## config.mk

```make
export PLATFORM = sky130hd
export DESIGN_NAME = matrix_operand_loader_flat
export DESIGN_NICKNAME = d
export VERILOG_FILES = /design/src/rtl/matrix_operand_loader_if.sv /design/src/rtl/matrix_operand_loader.sv /design/src/flat_wrapper.sv
export SDC_FILE = /design/constraint.sdc
export NUM_CORES = 1
export LEC_CHECK = 0
export ABC_AREA = 1
export CORE_MARGIN = 4
export CORE_UTILIZATION = 44
export CTS_CLUSTER_SIZE = 12
export DETAILED_ROUTE_END_ITERATION = 7
export GPL_ROUTABILITY_DRIVEN = 0
export PLACE_DENSITY = 0.8
export SLEW_MARGIN = 10
export SYNTH_ARGS = -nofsm -noshare
export SYNTH_HDL_FRONTEND = slang
export SYNTH_SLANG_ARGS = --single-unit
```

## constraint.sdc

```tcl
create_clock -name clk -period 2.6 [get_ports clk]
set_input_delay 0.26 -clock clk [delete_from_list [all_inputs] [get_ports clk]]
set_output_delay 0.26 -clock clk [all_outputs]
set_load 0.05 [all_outputs]
```

## src/rtl/matrix_operand_loader_if.sv

```systemverilog
// rtl/matrix_operand_loader_if.sv - element stream in, registered A/B operand pair out
// master drives the element stream and consumes the pair; slave is the loader.
interface matrix_operand_loader_if #(
  parameter int L = 1,
  parameter int M = 1,
  parameter int N = 1
);
  logic [31:0]        in_data;
  logic               in_valid;
  logic               in_ready;
  logic [32*L*M-1:0]  A;
  logic [32*M*N-1:0]  B;
  logic               out_valid;
  logic               out_ready;

  modport master (
    output in_data, in_valid, out_ready,
    input  in_ready, A, B, out_valid
  );

  modport slave (
    input  in_data, in_valid, out_ready,
    output in_ready, A, B, out_valid
  );
endinterface

```

## src/rtl/matrix_operand_loader.sv

```systemverilog
// rtl/matrix_operand_loader.sv - collects row-major A then B from a word stream
// and holds the pair for a combinational multiplier until it is consumed.
module matrix_operand_loader #(
  parameter int L = 1,
  parameter int M = 1,
  parameter int N = 1
) (
  input  logic                    clk,
  input  logic                    rst,
  matrix_operand_loader_if.slave  bus
);

  localparam int NA   = L * M;
  localparam int NB   = M * N;
  localparam int NMAX = (NA > NB) ? NA : NB;
  localparam int CW   = (NMAX > 1) ? $clog2(NMAX) : 1;

  typedef enum logic [1:0] {
    LOAD_A = 2'd0,
    LOAD_B = 2'd1,
    HOLD   = 2'd2
  } state_t;

  state_t            state_q, state_d;
  logic [CW-1:0]     cnt_q, cnt_d;
  logic [32*NA-1:0]  a_q, a_d;
  logic [32*NB-1:0]  b_q, b_d;
  logic              out_valid_q, out_valid_d;
  logic              in_ready;
  logic              xfer;

  always_ff @(posedge clk or posedge rst) begin
    if (rst) begin
      state_q     <= LOAD_A;
      cnt_q       <= '0;
      a_q         <= '0;
      b_q         <= '0;
      out_valid_q <= 1'b0;
    end else begin
      state_q     <= state_d;
      cnt_q       <= cnt_d;
      a_q         <= a_d;
      b_q         <= b_d;
      out_valid_q <= out_valid_d;
    end
  end

  // Elements not yet rewritten keep their old words; out_valid low marks them stale.
  always_comb begin
    state_d = state_q;
    cnt_d   = cnt_q;
    a_d     = a_q;
    b_d     = b_q;
    case (state_q)
      LOAD_A: begin
        if (xfer) begin
          for (int k = 0; k < NA; k++) begin
            if (cnt_q == CW'(k)) a_d[32*k +: 32] = bus.in_data;
          end
          if (cnt_q == CW'(NA - 1)) begin
            cnt_d   = '0;
            state_d = LOAD_B;
          end else begin
            cnt_d = cnt_q + CW'(1);
          end
        end
      end
      LOAD_B: begin
        if (xfer) begin
          for (int k = 0; k < NB; k++) begin
            if (cnt_q == CW'(k)) b_d[32*k +: 32] = bus.in_data;
          end
          if (cnt_q == CW'(NB - 1)) begin
            cnt_d   = '0;
            state_d = HOLD;
          end else begin
            cnt_d = cnt_q + CW'(1);
          end
        end
      end
      HOLD: begin
        if (bus.out_ready) begin
          cnt_d   = '0;
          state_d = LOAD_A;
        end
      end
      default: begin
        cnt_d   = '0;
        state_d = LOAD_A;
      end
    endcase
    out_valid_d = (state_d == HOLD);
  end

  always_comb begin
    in_ready = (state_q == LOAD_A) || (state_q == LOAD_B);
    xfer     = bus.in_valid && in_ready;
  end

  assign bus.in_ready  = in_ready;
  assign bus.A         = a_q;
  assign bus.B         = b_q;
  assign bus.out_valid = out_valid_q;

endmodule

```

## src/flat_wrapper.sv

```systemverilog
// flat-port wrapper written by rule: the top's interface ports become plain ports
module matrix_operand_loader_flat 
#(
  parameter int L = 1,
  parameter int M = 1,
  parameter int N = 1
)
  (clk, rst, bus_in_data, bus_in_valid, bus_out_ready, bus_in_ready, bus_A, bus_B, bus_out_valid);
  matrix_operand_loader_if #(.L(L), .M(M), .N(N)) bus_i ();
  input  logic clk;
  input  logic rst;
  input wire logic [$bits(bus_i.in_data)-1:0] bus_in_data;
  input wire logic [$bits(bus_i.in_valid)-1:0] bus_in_valid;
  input wire logic [$bits(bus_i.out_ready)-1:0] bus_out_ready;
  output wire logic [$bits(bus_i.in_ready)-1:0] bus_in_ready;
  output wire logic [$bits(bus_i.A)-1:0] bus_A;
  output wire logic [$bits(bus_i.B)-1:0] bus_B;
  output wire logic [$bits(bus_i.out_valid)-1:0] bus_out_valid;
  assign bus_i.in_data = bus_in_data;
  assign bus_i.in_valid = bus_in_valid;
  assign bus_i.out_ready = bus_out_ready;
  assign bus_in_ready = bus_i.in_ready;
  assign bus_A = bus_i.A;
  assign bus_B = bus_i.B;
  assign bus_out_valid = bus_i.out_valid;
  matrix_operand_loader #(.L(L), .M(M), .N(N)) u_core (.clk(clk), .rst(rst), .bus(bus_i));
endmodule
```

==> impl_metrics.tcl <==
set metrics [dict create \
    start_util 0.4548 \
    slew_violations 0 \
    fin_crit_ps 2131 \
    cp_data_arrival_time_ps 1870 \
    rr_worst_depth 3 \
    clock_skew_ps 9.278 \
    drive_above_1_share 0.07125 \
    pin_count 102 \
    io_buffers 101 \
    die_w_um 86.23 \
    cts_tree "yes" \
    dpl.cell_count 452 \
    die_y_um 86.23 \
    status "completed" \
    critPathBufInv 2 \
    num_rows 28 \
    yosys_warnings 0 \
    antenna_found_initial 0 \
    fin_cells 468 \
    nets 424 \
    synth_cells 293 \
    rsz0062_at_grt "false" \
    clock-root-buffer "clkbuf_8" \
    reg2reg_from "u_core.state_q[0]$_DFF_PP0_" \
    multi_input_area_sq_um 890.9 \
    clk_transition_reported_paths_ps 80 \
    setup-violations-final 0 \
    cts_setup_buffers 0 \
    syn_to_final_growth_pct 47.17 \
    vias_per_cell 5.156 \
    worstSetupEndpointType "output port" \
    ant_nets 0 \
    ys_ff_latch 67 \
    post_cts_resized 0 \
    core_area_sq_mm 0.005921 \
    utilization 0.6693 \
    grt_pass1_vias 2369 \
    route.vias.total 2413 \
    synth_nets 329 \
    slowest_delay_ps 870 \
    cts_buffer_depth 2 \
    dieArea_sq_mm 0.007435 \
    drc 0 \
    h-tree-depth 3 \
    drt_iter0_drc 212 \
    finalSetupTns_ps 0 \
    cp_max_fo 16 \
    ys_types 14 \
    drt_first_pass_iters 5 \
    hold_viol_final 0 \
    avgSynthCellArea_sq_um 9.190 \
    antenna_cells 0 \
    fillCellCount 486 \
    grt_max_degree 39 \
    clock-sinks 67 \
    period_share 0.8196 \
    clkLatencyLatePin_ps 340 \
    start_kind "flip-flop" \
    track_usage 0.2081 \
    ctsHoldBuffers 0 \
    required_ps 2340 \
    grt_pass1_wl_um 12030 \
    post_drt_wl_per_cell_um 15.78 \
    cp_slowest_cell "clkdlybuf4s50_1" \
    cts_made_buffers 9 \
    crit_type "reg2out" \
    r2r-end "u_core.bus.B[15]$_DFFE_PP0P_" \
    tightestPinTransition_ps 728.6 \
    max_slew_margin 0.5137 \
    crit_cells 2 \
    synth_seq_area_share 0.6227 \
    synth_area_sq_mm 0.002693 \
    drv_cap 0 \
    path_delay_family "buffers and inverters" \
    hold_slack_ps 323.8 \
    hpwlAfterDp_um 4965 \
    grt.overflow.total 0 \
    r2r_slack_ps 720 \
    ff_latch_area_sq_mm 0.001677 \
    hold_path_class "in2async" \
    drt-total-wl_um 7386 \
    crit_chain "inv_2 -> clkdlybuf4s50_1" \
    fmax_ghz 0.4693 \
]
-- synth_stat cells --
master,n,area share
nand2_1,130,0.18
dfrtp_1,67,0.62
nand3_1,32,0.059
nand4_1,32,0.074
buf_2,16,0.030
clkbuf_1,4,0.0056
o21ai_0,3,0.0056
buf_4,2,0.0056
inv_1,2,0.0028
buf_1,1,0.0014
inv_2,1,0.0014
nand2_2,1,0.0023
nand3_2,1,0.0037
nor2_4,1,0.0042
-- per-stage QoR --
stage | area [sq um] | worst slack (ps)
5_1_grt | 3963 | 369.1
6_report | 3963 | 469.2
4_1_cts | 3963 | 451.9
3_3_place_gp | 3736 | 841.0
2_1_floorplan | 2693 | 656.8
3_5_place_dp | 3736 | 770.4
-- logic make-up after synthesis --
| kind of cell | share of synthesized area |
|---|---|
| simple gates | 0.3253 |
| flops | 0.6227 |
| buf+inv | 0.04646 |
| compound gates | 0.005575 |
-- metal layers --
layer | routed length, um | GRT usage | part of all wire
met1 | 3300 | 0.2934 | 0.45
met2 | 3408 | 0.3132 | 0.46
met3 | 584 | 0.05038 | 0.079
met4 | 93 | 0.07932 | 0.013
met5 | 0 | 0 | 0
-- area by class of cell --
class	instances	area share
Sequential cell	67	0.4231
Timing Repair Buffer	107	0.2684
Multi-Input combinational cell	200	0.2248
Clock buffer	10	0.03473
Tap cell	75	0.02368
Clock inverter	6	0.02242
Inverter	3	0.002842
-- state kept, by name (all words and copies together), names as in the netlist --
name and flops:
u_core.bus.A 32, u_core.bus.B 32, u_core.state_q 2, u_core.bus.out_valid 1
-- layout by cell type, fill, tap and decap left out, drive strengths merged --
master	count
buf	7
bufinv	2
clkbuf	10
clkdlybuf4s50	100
clkinv	2
clkinvlp	2
dfrtp	67
inv	3
nand2	131
nand3	33
nand4	32
nor2	1
o21ai	3
-- worst max-delay path by stage --
stage	from	end	slack (ps)
after global placement	u_core.state_q[1]$_DFF_PP0_	bus_in_ready	840
after floorplan	rst	u_core.bus.A[0]$_DFFE_PP0P_	660
after global routing	u_core.state_q[1]$_DFF_PP0_	bus_in_ready	370
after detailed placement	u_core.state_q[0]$_DFF_PP0_	u_core.bus.B[21]$_DFFE_PP0P_	770
final	u_core.state_q[1]$_DFF_PP0_	bus_in_ready	470
after CTS	u_core.state_q[1]$_DFF_PP0_	bus_in_ready	450
Power is not shown: default switching activity piles up to over one toggle a cycle in this logic, so the estimate is an artifact.
==> RTL edit 1, RTL diff (config.mk and constraints unchanged) <==
`a_q` and `b_q` no longer have a reset.
--- a/src/rtl/matrix_operand_loader.sv
+++ b/src/rtl/matrix_operand_loader.sv
@@ -33,16 +33,17 @@
     if (rst) begin
       state_q     <= LOAD_A;
       cnt_q       <= '0;
-      a_q         <= '0;
-      b_q         <= '0;
       out_valid_q <= 1'b0;
     end else begin
       state_q     <= state_d;
       cnt_q       <= cnt_d;
-      a_q         <= a_d;
-      b_q         <= b_d;
       out_valid_q <= out_valid_d;
     end
+  end
+
+  always_ff @(posedge clk) begin
+    a_q <= a_d;
+    b_q <= b_d;
   end
 
   // Elements not yet rewritten keep their old words; out_valid low marks them stale.
Behaviour: not the same (a bounded check fails within 4 cycles, from zero or initial values and one cycle with rst high).
==> RTL edit 1 against the unedited design <==
- design area is 16% lower
- largest cell class unchanged
- wire length fell by 38%
- area after synthesis down 23%
- sequential cell count unchanged
- core utilization up 8.3 points
- setup slack gained 260 ps
==> RTL edit 1: results (changes against the unedited design) <==
[logic_synthesis]
ys_warn_count = 0  ; unchanged
async_flop_share_pct = 4.48  ; -96 points
netlist-cell-type-count = 8  ; -6
seq_area_frac_synth_pct = 96.8  ; +35 points
synthesis.nets = 118  ; -64%
synth-edff-count = 64  ; +64
syn_inst = 82  ; -72%
netlist_top_cells_area = edfxtp_1, dfrtp_1, inv_1
synth_commonest_cells = edfxtp_1, inv_1, nand2_1
ys.flop_type = edfxtp_1
yosysTopAreaCellShare_pct = 93.2  ; +31 points

[critical_path]
r2r_setup_slack_ps = 1340  ; +620 ps
crit_family = buffers and inverters
worst_path_max_delay_cell = clkdlybuf4s50_1
worstReg2RegStart = u_core.state_q[1]
cp_slowest_stage_delay_ps = 800  ; -70 ps
r2r_end = u_core.bus.A[31]
path_max_fanout = 3  ; -13
arrival_ps = 1620  ; -250 ps
r2r_cells = 4  ; +1

[clock_network]
htree_levels = 3  ; unchanged
clkLatencyLatePin_ps = 310  ; -30 ps
cts.clk_slew.worst_paths_ps = 60  ; -20 ps
cts-resized-gates = 0  ; unchanged
ctsLongestPathBuffers = 2  ; unchanged
root_buffer = clkbuf_8
post_cts_buffers = 0  ; unchanged
cts_made_buffers = 9  ; unchanged

[timing]
slew-limit-headroom_pct = 64.0  ; +13 points
skew_ps = 5.08  ; -4.19 ps
whs_ps = 114  ; -210 ps
max_freq_mhz = 533  ; +14%

[worst_hold_path]
hold_class = primary input to async pin

[drt]
first_pass_iters = 4  ; -1
drcViolationCount = 0  ; unchanged
first_iter_violations = 77  ; -64%
wl_per_cell_microns = 18.1  ; +15%
via_per_inst = 4.72  ; -8.4%

[placement]
io_buffers = 101  ; unchanged
place_ws_ps = 1060  ; +287 ps
placed_cells = 239  ; -47%
place_hpwl_microns = 3480  ; -30%
postPlaceCellArea_sq_um = 3170  ; -15%

[global_routing]
grt_start_max_net_pins = 19  ; -51%
first_global_vias = 1275  ; -46%
grt_pass1_wl_microns = 7150  ; -41%
antenna_found_initial = 0  ; unchanged
grt_util_all_layers_pct = 16.7  ; -4.1 points

[layout]
layout.cells.non_filler = 254  ; -46%
antenna_cells = 0  ; unchanged
multiInputGateArea_sq_um = 38.8  ; -96%
drive_above_1_share_pct = 8.42  ; +1.3 points
final_nets = 234  ; -45%
nFillCells = 261  ; -46%

[pwr]
p_leak_nw = 1.20
peakVddDrop_v = 0.000663

[run_status]
outcome = complete, no violations

[RTL edit 1: how the worst max path moves through the flow]
stage                     slack (ps)               from          endpoint  cells past startpoint
after floorplan                  840  u_core.state_q[1]   u_core.bus.B[0]                      3
after global placement          1080       bus_in_valid  u_core.bus.B[29]                      4
after detailed placement        1060       bus_in_valid  u_core.bus.B[13]                      4
after CTS                        710  u_core.state_q[1]      bus_in_ready                      2
after global routing             650  u_core.state_q[1]      bus_in_ready                      2
final                            720  u_core.state_q[1]      bus_in_ready                      2
[RTL edit 1: layout make-up]
class	count	share of cell area (%)
Multi-Input combinational cell	8	1.16
Inverter	7	0.786
Sequential cell	67	59.8
Clock inverter	4	1.27
Clock buffer	11	3.93
Timing Repair Buffer	105	31.1
Tap cell	52	1.95
[RTL edit 1: worst reg2reg max path: stages, from the launching register on]
cell and delay [ps]:
dfrtp_1 410, nor2_1 120, nand2_1 80, inv_1 80, buf_4 250
[RTL edit 1: power breakdown]
| group | internal, mW | switching (mW) | total, mW | leakage, nW |
|---|---|---|---|---|
| Clock | 0.430 | 0.331 | 0.762 | 0.0882 |
| Sequential | 1.46 | 0.0713 | 1.53 | 0.634 |
| Combinational | 0.385 | 0.911 | 1.30 | 0.481 |
[RTL edit 1: logic make-up (layout without fill, tap and decap cells)]
| kind of cell | Yosys count | after routing | synth area share, % |
|---|---|---|---|
| buffers and inverters | 7 | 127 | 1.27 |
| and+or+nand+nor | 8 | 8 | 1.88 |
| DFF | 67 | 67 | 96.8 |
[RTL edit 1: metal layers]
layer / vias up / share of wire (%) / GRT usage, %
met3: 10 / 12 / 11.5
met5: - / 0 / 0
met2: 87 / 48 / 25.7
met4: 0 / 1.7 / 5.43
met1: 559 / 39 / 18.5
li1: 543 / - / -
==> RTL edit 2, RTL diff (config.mk and constraints unchanged) <==
Made on the original files. Re-encode `state_t` (3 states) as one-hot, 3 bits wide.
--- a/src/rtl/matrix_operand_loader.sv
+++ b/src/rtl/matrix_operand_loader.sv
@@ -15,10 +15,10 @@
   localparam int NMAX = (NA > NB) ? NA : NB;
   localparam int CW   = (NMAX > 1) ? $clog2(NMAX) : 1;
 
-  typedef enum logic [1:0] {
-    LOAD_A = 2'd0,
-    LOAD_B = 2'd1,
-    HOLD   = 2'd2
+  typedef enum logic [2:0] {
+    LOAD_A = 3'b001,
+    LOAD_B = 3'b010,
+    HOLD   = 3'b100
   } state_t;
 
   state_t            state_q, state_d;
Check against the original RTL: same outputs for any inputs over 10 cycles, from zero or initial values and one cycle with rst high; not proved beyond that.
==> RTL edit 2 against the unedited design <==
- setup slack worse by 17 ps
- area after synthesis is 2.8% lower
- global-route usage down 1.2 points
- wire length down 10%
- design area decreased by 1.1%
- sequential cell count increased by 1
Power is left out: the tool's default activity adds up to more than one toggle a clock period on the data nets, which glitch-free logic cannot reach.
==> RTL edit 2: results (changes against the unedited design) <==
[layout]
final_nets = 435  ; +2.6%
nFillCells = 449  ; -7.6%
antenna_cells = 0  ; unchanged
drive_above_1_share_pct = 7.67  ; +0.55 points

[timing]
max_freq_mhz = 466  ; -0.78%
tightest_slew_ps = 543  ; -186 ps
hold_viol = 0  ; unchanged
final_max_slew_viol_count = 0  ; unchanged
skew_ps = 7.68  ; -1.59 ps

[critical_path]
worst_path_max_delay_cell = clkdlybuf4s50_1
cp_slowest_stage_delay_ps = 800  ; -70 ps
crit_family = buffers and inverters
arrival_ps = 1890  ; +20 ps
path_max_fanout = 5  ; -11
r2r_setup_slack_ps = 1150  ; +430 ps

[clock_network]
post_cts_buffers = 0  ; unchanged
cts-resized-gates = 0  ; unchanged
cts.clk_slew.worst_paths_ps = 70
cts_made_buffers = 9  ; unchanged
htree_levels = 3  ; unchanged
ctsLongestPathBuffers = 2  ; unchanged
root_buffer = clkbuf_8
clkLatencyLatePin_ps = 330

[worst_hold_path]
hold_class = primary input to async pin

[drt]
first_pass_iters = 4  ; -1
finalWirelength_microns = 6610  ; -10%
num_vias = 2279  ; -5.6%
first_iter_violations = 118  ; -44%
drcViolationCount = 0  ; unchanged

[placement]
io_buffers = 101  ; unchanged
place_hpwl_microns = 4590  ; -7.5%
place_ws_ps = 791  ; +21.0 ps

[logic_synthesis]
synth_commonest_cells = nand2_1, dfrtp_1, buf_2, buf_4, inv_2
synthesis.nets = 329  ; unchanged
ys_warn_count = 0  ; unchanged
netlist_top_cells_area = dfrtp_1, nand2_1, buf_4
netlist-cell-type-count = 14  ; unchanged
seq_area_frac_synth_pct = 65.1  ; +2.8 points
ys.flop_type = dfrtp_1
async_flop_share_pct = 100  ; unchanged

[global_routing]
first_global_vias = 2362  ; -0.30%
grt_pass1_wl_microns = 11200  ; -6.6%
grt_util_all_layers_pct = 19.6  ; -1.2 points
grt_start_max_net_pins = 46  ; +18%
antenna_found_initial = 0  ; unchanged
grt_overflow = 0  ; unchanged

[run_status]
outcome = complete, no violations

RTL edit 2: changes by cell type in the layout (fill, tap and decap cells not counted), sizes merged, moves of 2 or more:
cell	unedited run	this run
clkbuf	10	12
inv	3	5
nand2	131	194
nand3	33	5
nand4	32	3
nor2	1	3
RTL edit 2: logic make-up (layout without fill, tap and decap cells):
family	Yosys count	count (layout)	synth area share [%]
AO/OA/AOI/OAI	3	3	0.574
AND/OR/NAND/NOR	205	205	30.8
buffers and inverters	17	128	3.59
flip-flops	68	68	65.1
RTL edit 2: worst paths after layout:
kind | from | cells after the start | to
worst min-delay path | rst | 2 | u_core.bus.B[12]
worst max-delay path | u_core.state_q[0] | 3 | bus_in_ready
max in group asynchronous | rst | 3 | u_core.state_q[0]
worst min register to register | u_core.bus.A[25] | 2 | u_core.bus.A[25]
min in group clk | u_core.bus.A[25] | 2 | u_core.bus.A[25]
worst max register to register | u_core.state_q[2] | 5 | u_core.bus.B[18]
RTL edit 2: final cells by class:
type | count | area share [%]
clock inverter | 4 | 1.85
multi-input combinational | 208 | 20.9
timing repair buffer | 107 | 27.3
clock buffer | 12 | 3.70
sequential | 68 | 43.5
inverter | 5 | 0.479
tap | 72 | 2.30
RTL edit 2: layer usage:
| layer | up-vias | share of wire (%) | GRT usage, % |
|---|---|---|---|
| met1 | 1088 | 45 | 25.5 |
| met2 | 86 | 48 | 32.1 |
| li1 | 1097 | - | - |
| met3 | 8 | 6.4 | 4.66 |
| met5 | - | 0 | 0 |
| met4 | 0 | 0.86 | 6.91 |
RTL edit 2: through the flow:
stage               hold slack [ps]  instance area (sq um)  cells
floorplan                       368                   2620    293
global placement                461                   3700    460
detailed placement              464                   3700    460
CTS                             290                   3920    476
global route                    334                   3920    476
finish                          286                   3920    476
